`config.mk`:
```
export PLATFORM = sky130hd
export DESIGN_NAME = neuron_sum
export DESIGN_NICKNAME = d
export VERILOG_FILES = /design/src/rtl/neuron_sum.sv
export SDC_FILE = /design/constraint.sdc
export NUM_CORES = 1
export LEC_CHECK = 0
export ABC_AREA = 1
export ABC_CLOCK_PERIOD_IN_PS = 6800
export BUFFER_PORTS_ARGS = -buffer_cell sky130_fd_sc_hd__buf_2
export CAP_MARGIN = 40
export CORE_ASPECT_RATIO = 1.4
export CORE_MARGIN = 5
export CORE_UTILIZATION = 35
export DETAILED_ROUTE_END_ITERATION = 7
export PLACE_DENSITY = 0.59
export SYNTH_ARGS = -nofsm -noshare
export SYNTH_HDL_FRONTEND = slang
export SYNTH_SLANG_ARGS = --single-unit
```
`constraint.sdc`:
```
create_clock -name clock -period 6.8 [get_ports clock]
set_clock_uncertainty 0.15 [all_clocks]
set_input_delay 1.36 -clock clock [delete_from_list [all_inputs] [get_ports clock]]
set_output_delay 1.36 -clock clock [all_outputs]
set_load 0.005 [all_outputs]
```
`src/rtl/neuron_sum.sv`:
```
// Single neuron: weighted sum of N Q0.8 inputs with one serial weight-update pass per delta.
// Argument is ready 1 cycle after the Nth input; UPD takes N cycles (N+1 with NEURON_SUM_BIAS_EN).
// Inputs are refused outside ACC and deltas outside DEL; the argument holds until accepted.
module neuron_sum #(
    parameter int N     = 4,
    parameter int SHIFT = 8
) (
    input  logic        clock,
    input  logic        reset,
    input  logic        train,
    input  logic        input_valid,
    input  logic [7:0]  input_data,
    output logic        input_ready,
    output logic        argument_valid,
    output logic [15:0] argument_data,
    input  logic        argument_ready,
    input  logic        delta_valid,
    input  logic [15:0] delta_data,
    output logic        delta_ready
);

    localparam int IW = (N > 1) ? $clog2(N) : 1;

    typedef enum logic [1:0] {ACC, ARG, DEL, UPD} state_t;

    state_t             state;
    logic [IW-1:0]      idx;
    logic [7:0]         x_reg [N];
    logic signed [15:0] w [N];
    logic signed [31:0] acc;
    logic signed [15:0] delta_reg;

    logic signed [24:0] prod_in;
    logic signed [24:0] prod_upd;
    logic signed [31:0] acc_next;
    logic signed [31:0] acc_base;
    logic signed [15:0] w_upd;
    logic               last_idx;

`ifdef NEURON_SUM_BIAS_EN
    logic signed [15:0] bias;
    logic               bias_phase;
    logic signed [24:0] prod_bias;
    logic signed [15:0] bias_upd;
`endif

    function automatic logic signed [15:0] sat16(input logic signed [31:0] v);
        if (v > 32'sd32767)
            return 16'sh7fff;
        else if (v < -32'sd32768)
            return 16'sh8000;
        else
            return v[15:0];
    endfunction

    always_comb begin
        prod_in  = 25'(w[idx]) * 25'($signed({1'b0, input_data}));
        acc_next = acc + 32'(prod_in);
        prod_upd = 25'(delta_reg) * 25'($signed({1'b0, x_reg[idx]}));
        w_upd    = sat16(32'(w[idx]) + 32'(prod_upd >>> SHIFT));
        last_idx = (idx == IW'(N - 1));
`ifdef NEURON_SUM_BIAS_EN
        prod_bias = 25'(delta_reg) * 25'sd255;
        bias_upd  = sat16(32'(bias) + 32'(prod_bias >>> SHIFT));
        acc_base  = 32'(bias) <<< 8;
`else
        acc_base  = '0;
`endif
    end

    assign input_ready = (state == ACC);
    assign delta_ready = (state == DEL);

    always_ff @(posedge clock) begin
        if (reset) begin
            state          <= ACC;
            idx            <= '0;
            acc            <= '0;
            argument_valid <= 1'b0;
            argument_data  <= '0;
            delta_reg      <= '0;
            for (int i = 0; i < N; i++) begin
                w[i]     <= '0;
                x_reg[i] <= '0;
            end
`ifdef NEURON_SUM_BIAS_EN
            bias       <= '0;
            bias_phase <= 1'b0;
`endif
        end else begin
            case (state)
                ACC: begin
                    if (input_valid) begin
                        x_reg[idx] <= input_data;
                        acc        <= acc_next;
                        if (last_idx) begin
                            argument_data  <= sat16(acc_next >>> 8);
                            argument_valid <= 1'b1;
                            idx            <= '0;
                            state          <= ARG;
                        end else begin
                            idx <= idx + 1'b1;
                        end
                    end
                end
                ARG: begin
                    // train only matters in the handshake cycle
                    if (argument_ready) begin
                        argument_valid <= 1'b0;
                        if (train) begin
                            state <= DEL;
                        end else begin
                            acc   <= acc_base;
                            idx   <= '0;
                            state <= ACC;
                        end
                    end
                end
                DEL: begin
                    if (delta_valid) begin
                        delta_reg <= delta_data;
                        idx       <= '0;
                        state     <= UPD;
                    end
                end
                UPD: begin
`ifdef NEURON_SUM_BIAS_EN
                    if (bias_phase) begin
                        bias       <= bias_upd;
                        bias_phase <= 1'b0;
                        acc        <= 32'(bias_upd) <<< 8;
                        idx        <= '0;
                        state      <= ACC;
                    end else begin
                        w[idx] <= w_upd;
                        if (last_idx)
                            bias_phase <= 1'b1;
                        else
                            idx <= idx + 1'b1;
                    end
`else
                    w[idx] <= w_upd;
                    if (last_idx) begin
                        acc   <= '0;
                        idx   <= '0;
                        state <= ACC;
                    end else begin
                        idx <= idx + 1'b1;
                    end
`endif
                end
                default: begin
                    acc            <= acc_base;
                    idx            <= '0;
                    argument_valid <= 1'b0;
                    state          <= ACC;
                end
            endcase
        end
    end

endmodule

```
==> results of run 1 <==
[what timing repair did]
item                                    CTS  global route
cloned                                    1             3
gates resized for setup                 124           166
setup buffers                            14            27
pin swaps                                49            93
endpoints found under the setup margin   79            79
[final timing paths]
kind,slack (ps),endpoint,depth (start not counted)
setup reg to reg,-50,w[1][10],37
setup / recovery,-50,w[1][10],37
hold reg to reg,330,argument_data[15],2
hold / removal,330,argument_data[15],2
[per-layer routing]
layer | share of wire | up-vias | GRT usage
met2 | 0.55 | 406 | 0.3814
li1 | - | 8055 | -
met4 | 0.066 | 0 | 0.1242
met3 | 0.031 | 163 | 0.02517
met5 | 0 | - | 0
met1 | 0.35 | 8205 | 0.2035
[synthesized netlist by cell type (7+ instances only)]
library cell and number:
a21oi_1 154, a21oi_2 16, a31oi_1 14, clkbuf_1 46, clkinv_1 7, dfxtp_1 71, edfxtp_1 96, fa_1 234
ha_1 133, inv_1 474, nand2_1 572, nand2_2 50, nand3_1 77, nor2_1 262, nor2_2 14, nor3_1 13
o21ai_0 57, xnor2_1 21, xor2_1 31
[critical path, delay by kind of cell (launching register included)]
family	cells	cell delay, ps
flip-flops	1	440
AND/OR/NAND/NOR	17	1500
buffers and inverters	9	920
XOR/XNOR	1	260
adder cells (fa/ha/maj)	6	2700
AO/OA/AOI/OAI	4	590
[cells by family after synthesis]
group                      share of synthesized area
and+or+nand+nor                               0.2205
buffers and inverters                         0.1119
adders and majority gates                     0.3339
AOI/OAI and AO/OA                            0.08193
DFF                                           0.2264
xor gates and xnor gates                     0.02540
[through the flow]
step                TNS [ps]    util  instances  hold slack, ps  area [sq um]
global placement      -31120  0.4073       3401           308.7         22030
floorplan                  0       -       2418           295.3         19010
CTS                        0  0.4322       3454           327.3         23380
finish                -666.5  0.4491       3484           326.3         24290
global route          -15970  0.4491       3484           347.5         24290
detailed placement    -33670  0.4091       3407           315.6         22130
[layout make-up]
class	instances	area (sq um)
clock buffers	17	425.4
repair inverters	2	18.77
repair buffers	370	2983
multi-input cells	1705	13590
fillers	5414	29800
inverters	487	1872
clock inverters	15	183.9
well taps	721	902.1
flip-flops and latches	167	4309
==> metrics.md, run 1 <==
| Metric | Value |
|---|---|
| Most frequent cells in the layout | `523 x nand2_1, 447 x inv_1, 286 x buf_4` |
| Crit Path Class | `reg -> reg` |
| CP Max Fanout | `8` |
| First-pass GRT wire length | `92420 um` |
| Total track usage | `0.2006` |
| Post-synthesis sequential area ratio | `0.2264` |
| Share of post-route cells with drive strength above 1 | `0.2599` |
| Final Wtd Congestion | `0.9856` |
| Synthesized flop and latch total | `167` |
| Hold_sp | `argument_data[15]` |
| Status | `finished, violations left` |
| Least-Margin Pin Slew | `888.5 ps` |
| Synth async-reset ratio | `0` |
| Vias in the first global route | `18010` |
| Hold Buf Count CTS | `0` |
| Setup ws final | `-50.13 ps` |
| Tcrit/Tclk final | `1.007` |
| HP Class | `reg -> reg` |
| DR vias | `16830` |
| Drt first-iter violations | `879` |
| Critical path arrival | `6920 ps` |
| Gate Count Post-Synth | `2418` |
| First-pass iteration count of the detailed router | `6` |
| Final min period | `6850 ps` |
| Initial antenna violation count | `0` |
| Remaining routing DRC violations | `0` |
| Final nets | `3147` |
| Crit start category | `flop` |
| Post-route ant nets | `0` |
| Row count | `101` |
| Unrepaired setup endpoints after global routing | `true` |
| Slowest-stage cell, CP | `fa_1` |
| Synthesized area | `0.01901 sq mm` |
| Top cells by area, synth | `fa_1 25%, edfxtp_1 15%, nand2_1 11%` |
| H-tree levels | `4` |
| Chip Height | `285.8 um` |
| Worst skew pair latency | `490 ps` |
| Core area | `0.05409 sq mm` |
| Clk slew on worst S/H paths | `80 ps` |
| CTS root buffer | `clkbuf_16` |
| Most common cell after layout, fill and taps aside | `nand2_1` |
| Synth area leader | `fa_1` |
| Final-report hold violation count | `0` |
| Final HPWL from detailed placement | `46610 um` |
| Final setup vio count | `31` |
| WL final | `58410 um` |
| Failing checks | `setup timing` |
| CTS Buf Count | `17` |
| EDFF count, synth | `96` |
| Worst path max stage delay | `560 ps` |
| Die ar. | `0.05915 sq mm` |
| Yosys Warn Count | `0` |
| CP Capture Type | `flop` |
| Crit path required time | `6870 ps` |
| IO Port Bufs | `48` |
| CTS Buffer Depth | `2` |
| Max Transition Viols Final | `0` |
| Share of the synthesized area in the top cell type | `0.2464` |
| CP dominant cell by count | `nand2_2` |
| Die span in x | `207.0 um` |
| Starting Density | `0.3515` |
| Syn-to-layout area delta | `27.74%` |
| Vias per Instance | `4.830` |
| Antenna cells | `0` |
| FMAX | `146.0 MHz` |
| Syn avg cell area | `7.863 sq um` |
| CTS tree | `built` |
| GR Overflow Total | `0` |
| Max-slew headroom | `0.4062` |
| Max reg flops | `64` |
| Routed len/inst | `16.76 um` |
| Most used flip-flop cell after synthesis | `edfxtp_1` |
| Setup WS pre-CTS | `-493.7 ps` |
| Library cells used by synthesis | `53` |
| Mapped Nets | `2815` |
| Largest net degree at the start of global routing | `43` |
| IO Count | `49` |
| CTS Sinks | `167` |
| Max-Cap Viols | `0` |
Power of run 1 is left out: the tool's default activity adds up to more than one toggle a clock period on the data nets, which glitch-free logic cannot reach.
==> run 2, diff against run 1 <==
--- a/config.mk
+++ b/config.mk
@@ -5,7 +5,6 @@
 export SDC_FILE = /design/constraint.sdc
 export NUM_CORES = 1
 export LEC_CHECK = 0
-export ABC_AREA = 1
 export ABC_CLOCK_PERIOD_IN_PS = 6800
 export BUFFER_PORTS_ARGS = -buffer_cell sky130_fd_sc_hd__buf_2
 export CAP_MARGIN = 40
==> metrics.md, run 2 <==
| Metric | Value |
|---|---|
| Ratio of total power to cell area | `475.8 mW/mm^2` |
| Setup ws final | `-732.0 ps (-681.8 ps)` |
| Slowest-stage cell, CP | `mux4_2` |
| Syn avg cell area | `9.536 sq um (+21%)` |
| Synthesized flop and latch total | `167 (unchanged)` |
| Final min period | `7532 ps (+681.8 ps)` |
| Placed inst area | `0.02140 sq mm (-3.3%)` |
| FMAX | `132.8 MHz (-9.1%)` |
| Antenna cells | `0 (unchanged)` |
| Share of the synthesized area in the top cell type | `0.2613 (+0.01493)` |
| CTS tree | `built` |
| Max reg flops | `64 (unchanged)` |
| Most frequent cells in the layout | `301 x buf_4, 292 x inv_1, 227 x fa_1` |
| HP Class | `reg -> reg` |
| Synth async-reset ratio | `0 (unchanged)` |
| Largest net degree at the start of global routing | `63 (+47%)` |
| Die span in x | `201.3 um (-2.8%)` |
| Crit Path Class | `reg -> reg` |
| First-pass GRT wire length | `79710 um (-14%)` |
| Final Wtd Congestion | `0.8838 (-10%)` |
| Unrepaired setup endpoints after global routing | `true` |
| Post-route ant nets | `0 (unchanged)` |
| GR Overflow Total | `0 (unchanged)` |
| CTS Sinks | `167 (unchanged)` |
| Tcrit/Tclk final | `1.108 (+0.1003)` |
| Final Cell Area | `0.02332 sq mm (-4.0%)` |
| Sw Pwr | `4.996 mW` |
| Most frequent cells after synthesis | `299 x inv_1, 234 x fa_1, 210 x nand2_1` |
| Max-Cap Viols | `0 (unchanged)` |
| Starting Density | `0.3523 (+0.0007676)` |
| Final nets | `2608 (-17%)` |
| Routed len/inst | `16.76 um (about the same)` |
| Gate Count Post-Synth | `1880 (-22%)` |
| Footprint of the multi-input gates | `0.01332 sq mm (-2.0%)` |
| FF+latch area | `0.004309 sq mm (unchanged)` |
| Most used flip-flop cell after synthesis | `edfxtp_1` |
| Final HPWL from detailed placement | `37900 um (-19%)` |
| Sw frac | `0.4503` |
| Final setup vio count | `79 (+150%)` |
| Remaining routing DRC violations | `0 (unchanged)` |
| CP dominant cell by count | `fa_1` |
| Crit start category | `flop` |
| Gate power share | `0.793` |
| Initial antenna violation count | `1 (+1)` |
| Row count | `98 (-3.0%)` |
| Failing checks | `setup timing` |
| Final-report hold violation count | `0 (unchanged)` |
| CP Capture Type | `flop` |
| Yosys Warn Count | `0 (unchanged)` |
| CTS Buf Count | `17 (unchanged)` |
| Top cells by area, synth | `fa_1 26%, edfxtp_1 16%, ha_1 9.3%` |
| Setup TNS | `-48820 ps (-48150 ps)` |
| Core area | `0.05089 sq mm (-5.9%)` |
| Worst path max stage delay | `650 ps (+90 ps)` |
| Count leader, synth | `inv_1` |
| CTS root buffer | `clkbuf_16` |
| P_int | `6.098 mW` |
| Clock power frac | `0.094` |
| Pleak | `11.15 nW` |
| Syn-to-layout area delta | `30.07%` |
| Die ar. | `0.05591 sq mm (-5.5%)` |
| Synth area leader | `fa_1` |
| Chip Height | `277.8 um (-2.8%)` |
| Max-slew headroom | `0.4156 (+0.009424)` |
| Post-synthesis sequential area ratio | `0.2401 (+0.01371)` |
| Worst VDD drop | `1177 uV` |
| Least-Margin Pin Slew | `869.9 ps (-18.68 ps)` |
| Vias per Instance | `4.989 (+3.3%)` |
| Library cells used by synthesis | `65 (+23%)` |
| Clk slew on worst S/H paths | `70 ps (about the same)` |
| Fill cells | `4725 (-13%)` |
| Status | `finished, violations left` |
| WL final | `48170 um (-18%)` |
| Crit path required time | `6860 ps (about the same)` |
| Synthesized area | `0.01793 sq mm (-5.7%)` |
| Post-Route Utilization | `0.4582 (+0.009164)` |
| Worst skew pair latency | `460 ps (-30 ps)` |
| H-tree levels | `4 (unchanged)` |
| Mapped Nets | `2277 (-19%)` |
| DR vias | `14340 (-15%)` |
| Total track usage | `0.1751 (-0.02550)` |
| Vias in the first global route | `15760 (-13%)` |
| CTS Buffer Depth | `2 (unchanged)` |
| CP Max Fanout | `8 (unchanged)` |
| Most common cell after layout, fill and taps aside | `buf_4` |
| Drt first-iter violations | `703 (-20%)` |
| EDFF count, synth | `96 (unchanged)` |
| IO Port Bufs | `48 (unchanged)` |
| Max Transition Viols Final | `0 (unchanged)` |
| First-pass iteration count of the detailed router | `5 (-1)` |
| Critical path arrival | `7590 ps (+670 ps)` |
| Share of post-route cells with drive strength above 1 | `0.2932 (+0.03330)` |
| IO Count | `49 (unchanged)` |
| Seq pwr share | `0.112` |
-- run 2: kinds of logic (layout without fill, tap and decap cells) --
| logic type | count (synthesis) | count (layout) | synth area share |
|---|---|---|---|
| compound gates | 283 | 283 | 0.1023 |
| xor+xnor | 60 | 60 | 0.02931 |
| fa+ha+maj | 367 | 367 | 0.3541 |
| buf+inv | 374 | 718 | 0.07887 |
| flops | 167 | 167 | 0.2401 |
| mux | 27 | 27 | 0.03120 |
| simple gates | 602 | 602 | 0.1641 |
-- run 2: path summary, 6_finish.rpt --
kind,from,end,slack [ps],cells after the start
max reg2reg,flop,w[1][1],-730,30
max,flop,w[1][1],-730,30
min,argument_data[15],argument_data[15],320,2
min reg2reg,argument_data[15],argument_data[15],320,2
-- run 2: worst max-delay path, delay by kind of cell, from the launching register on --
kind                       cells  cell delay (ps)
and+or+nand+nor                8              890
muxes                          1              650
adders and majority gates      6             2490
buffers and inverters          5              700
DFF                            1              430
AOI/OAI and AO/OA              8             1620
xor gates and xnor gates       2              330
-- run 2: what timing repair did --
action	4_1_cts	5_1_grt
hold buffers	0	0
endpoints found under the setup margin	90	91
gates cloned	3	2
pin swaps	47	48
gates resized for setup	152	96
buffers inserted	24	15
-- run 2: area by class of cell --
type                       instances  area share
multi-input combinational       1339      0.5713
clock inverter                    13    0.006761
tap                              650     0.03488
clock buffer                      19     0.01900
timing repair buffer             387      0.1352
sequential                       167      0.1848
inverter                         299     0.04813
-- run 2: power groups by stage --
stage	combinational (mW)	clock, mW	sequential (mW)
final	8.80	1.05	1.25
after global placement	7.76	0	1.27
after floorplan	4.75	0	1.25
after global routing	9.62	1.11	1.26
after CTS	8.40	1.07	1.25
after detailed placement	7.86	0	1.27
-- run 2: metal layers --
layer | global-route usage | up-vias | routed length (um)
met5 | 0 | - | 13
met4 | 0.05472 | 2 | 1207
met3 | 0.02187 | 80 | 1161
met2 | 0.3459 | 229 | 27710
met1 | 0.1925 | 7255 | 18080
li1 | - | 6772 | -
-- run 2: through the flow --
step	hold WS [ps]	worst slack, ps	instances	power, mW
3_5_place_dp	309.2	-1035	2802	9.131
3_3_place_gp	295.4	-900.1	2800	9.028
4_1_cts	319.9	-593.1	2857	10.71
5_1_grt	344.1	-1008	2874	11.99
6_report	317.1	-732.0	2874	11.09
2_1_floorplan	302.7	-258.7	1880	6.004
Note: power is estimated with default switching activity, not from simulation.
==> run 3, diff against run 2 <==
--- a/config.mk
+++ b/config.mk
@@ -12,6 +12,7 @@
 export CORE_MARGIN = 5
 export CORE_UTILIZATION = 35
 export DETAILED_ROUTE_END_ITERATION = 7
+export MAX_ROUTING_LAYER = met4
 export PLACE_DENSITY = 0.59
 export SYNTH_ARGS = -nofsm -noshare
 export SYNTH_HDL_FRONTEND = slang
==> metrics.md, run 3 (synthesis results as in run 2) <==
| Metric | Value |
|---|---|
| Clk slew on worst S/H paths | `70 ps (about the same)` |
| Chip Height | `277.8 um (unchanged)` |
| Syn-to-layout area delta | `29.98% (about the same)` |
| Drt first-iter violations | `689 (-2.0%)` |
| Final min period | `7579 ps (+46.97 ps)` |
| Setup TNS | `-51120 ps (-2303 ps)` |
| IO Port Bufs | `48 (unchanged)` |
| Post-Layout Cell Count | `2872 (-0.070%)` |
| Final nets | `2605 (-0.12%)` |
| Starting Density | `0.3523 (unchanged)` |
| First-pass iteration count of the detailed router | `6 (+1)` |
| Vias in the first global route | `15750 (-0.095%)` |
| CTS Buf Count | `17 (unchanged)` |
| Most common cell after layout, fill and taps aside | `buf_4` |
| Largest net degree at the start of global routing | `63 (unchanged)` |
| Share of post-route cells with drive strength above 1 | `0.2931 (about the same)` |
| Worst r2r path cells | `32 (+6.7%)` |
| Hold Buf Count CTS | `0 (unchanged)` |
| Remaining routing DRC violations | `0 (unchanged)` |
| Pleak | `11.15 nW (about the same)` |
| End of the critical path | `w[2][1]` |
| Worst skew pair latency | `460 ps (about the same)` |
| Max-slew headroom | `0.2607 (-0.1549)` |
| Final Cell Area | `0.02330 sq mm (about the same)` |
| Final HPWL from detailed placement | `37900 um (unchanged)` |
| Core area | `0.05089 sq mm (unchanged)` |
| WHS | `314.7 ps (-2.323 ps)` |
| Failing checks | `setup timing` |
| HP Class | `reg -> reg` |
| IO Count | `49 (unchanged)` |
| Final-report hold violation count | `0 (unchanged)` |
| Inst Count DP | `2802 (unchanged)` |
| Slowest-stage cell, CP | `mux4_2` |
| Least-Margin Pin Slew | `1100 ps (+230.6 ps)` |
| Routed len/inst | `16.82 um (+0.36%)` |
| Crit Path Class | `reg -> reg` |
| Final Wtd Congestion | `0.8985 (+1.7%)` |
| Tcrit/Tclk final | `1.115 (+0.006908)` |
| CP Max Fanout | `11 (+3)` |
| Vias per Instance | `4.995 (+0.13%)` |
| Worst path max stage delay | `600 ps (-50 ps)` |
| Post-route ant nets | `0 (unchanged)` |
| Worst R2R Setup Slack | `-780 ps (-50 ps)` |
| Worst VDD drop | `1183 uV (+0.50%)` |
| Row count | `98 (unchanged)` |
| Reg-to-Reg End | `w[2][1]` |
| Max Transition Viols Final | `0 (unchanged)` |
| GR Overflow Total | `0 (unchanged)` |
| Most frequent cells in the layout | `301 x buf_4, 296 x inv_1, 228 x fa_1` |
| First-pass GRT wire length | `79670 um (about the same)` |
| Setup ws final | `-778.9 ps (-46.97 ps)` |
| Max reg flops | `64 (unchanged)` |
| Initial antenna violation count | `1 (unchanged)` |
| Ratio of total power to cell area | `476.0 mW/mm^2 (about the same)` |
| H-tree levels | `4 (unchanged)` |
| DR vias | `14350 (+0.063%)` |
| Crit start category | `flop` |
| CTS root buffer | `clkbuf_16` |
| PnR Total Power | `11.09 mW (about the same)` |
| Die ar. | `0.05591 sq mm (unchanged)` |
| Max-Cap Viols | `0 (unchanged)` |
| CTS tree | `built` |
| Critical path arrival | `7640 ps (+50 ps)` |
| Crit path required time | `6870 ps (about the same)` |
| Status | `finished, violations left` |
| FMAX | `131.9 MHz (-0.62%)` |
| CTS Buffer Depth | `2 (unchanged)` |
| Placed inst area | `0.02140 sq mm (unchanged)` |
| WL final | `48320 um (+0.29%)` |
| Die span in x | `201.3 um (unchanged)` |
| Final setup vio count | `79 (unchanged)` |
| CP Capture Type | `flop` |
| Unrepaired setup endpoints after global routing | `true` |
| Total track usage | `0.1804 (+0.005316)` |
| CTS Sinks | `167 (unchanged)` |
==> run 3: cell count changes in the layout (fill, tap and decap cells not counted), sizes merged <==
cell / previous run / this run
buf: 384 / 381
diode: 0 / 1
==> run 3: how the worst min path moves through the flow <==
| stage | from | endpoint | slack (ps) | cells past startpoint |
|---|---|---|---|---|
| 3_5_place_dp | argument_data[15] | argument_data[15] | 310 | 2 |
| 2_1_floorplan | argument_data[15] | argument_data[15] | 300 | 2 |
| 3_3_place_gp | argument_data[15] | argument_data[15] | 300 | 2 |
| 5_1_grt | argument_data[15] | argument_data[15] | 340 | 2 |
| 4_1_cts | argument_data[15] | argument_data[15] | 320 | 2 |
| 6_report | argument_data[15] | argument_data[15] | 310 | 2 |
==> run 3: layout make-up <==
type	instances	area, sq um
Clock buffer	19	442.9
Multi-Input combinational cell	1339	13350
Tap cell	650	813.3
Clock inverter	13	157.7
Timing Repair Buffer	384	3100
Inverter	299	1122
Fill cell	4730	27580
Sequential cell	167	4309
Antenna cell	1	2.502
==> run 3: what timing repair did <==
action                     in CTS  in global routing
resized for setup             152                 98
setup endpoints to repair      90                 91
setup buffers                  24                 13
cloned                          3                  2
pin swaps                      47                 40
==> run 3: where the power goes <==
part	internal (mW)	total [mW]	switching, mW	leakage (nW)
Sequential	1.18	1.25	0.0661	1.57
Clock	0.566	1.05	0.480	0.300
Combinational	4.35	8.80	4.45	9.27
Total	6.09	11.1	5.00	11.1
==> run 3: worst max-delay path, delay by kind of cell (launching register included) <==
kind                       cells  cell delay [ps]
muxes                          1              600
adders and majority gates      6             2600
AOI/OAI and AO/OA              7             1320
buffers and inverters          7              830
DFF                            1              430
xor gates and xnor gates       2              370
and+or+nand+nor                9             1000
==> run 3: metrics by stage <==
stage	utilization	worst slack, ps
finish	0.4579	-778.9
floorplan	-	-258.7
global placement	0.4201	-900.1
CTS	0.4467	-593.1
global route	0.4579	-1030
detailed placement	0.4205	-1035
==> run 3: per-layer routing <==
metal	part of all wire	track usage	up-vias
li1	-	-	6772
met3	0.024	0.02070	76
met2	0.57	0.3460	245
met5	0	-	-
met1	0.38	0.1934	7254
met4	0.023	0.05542	0
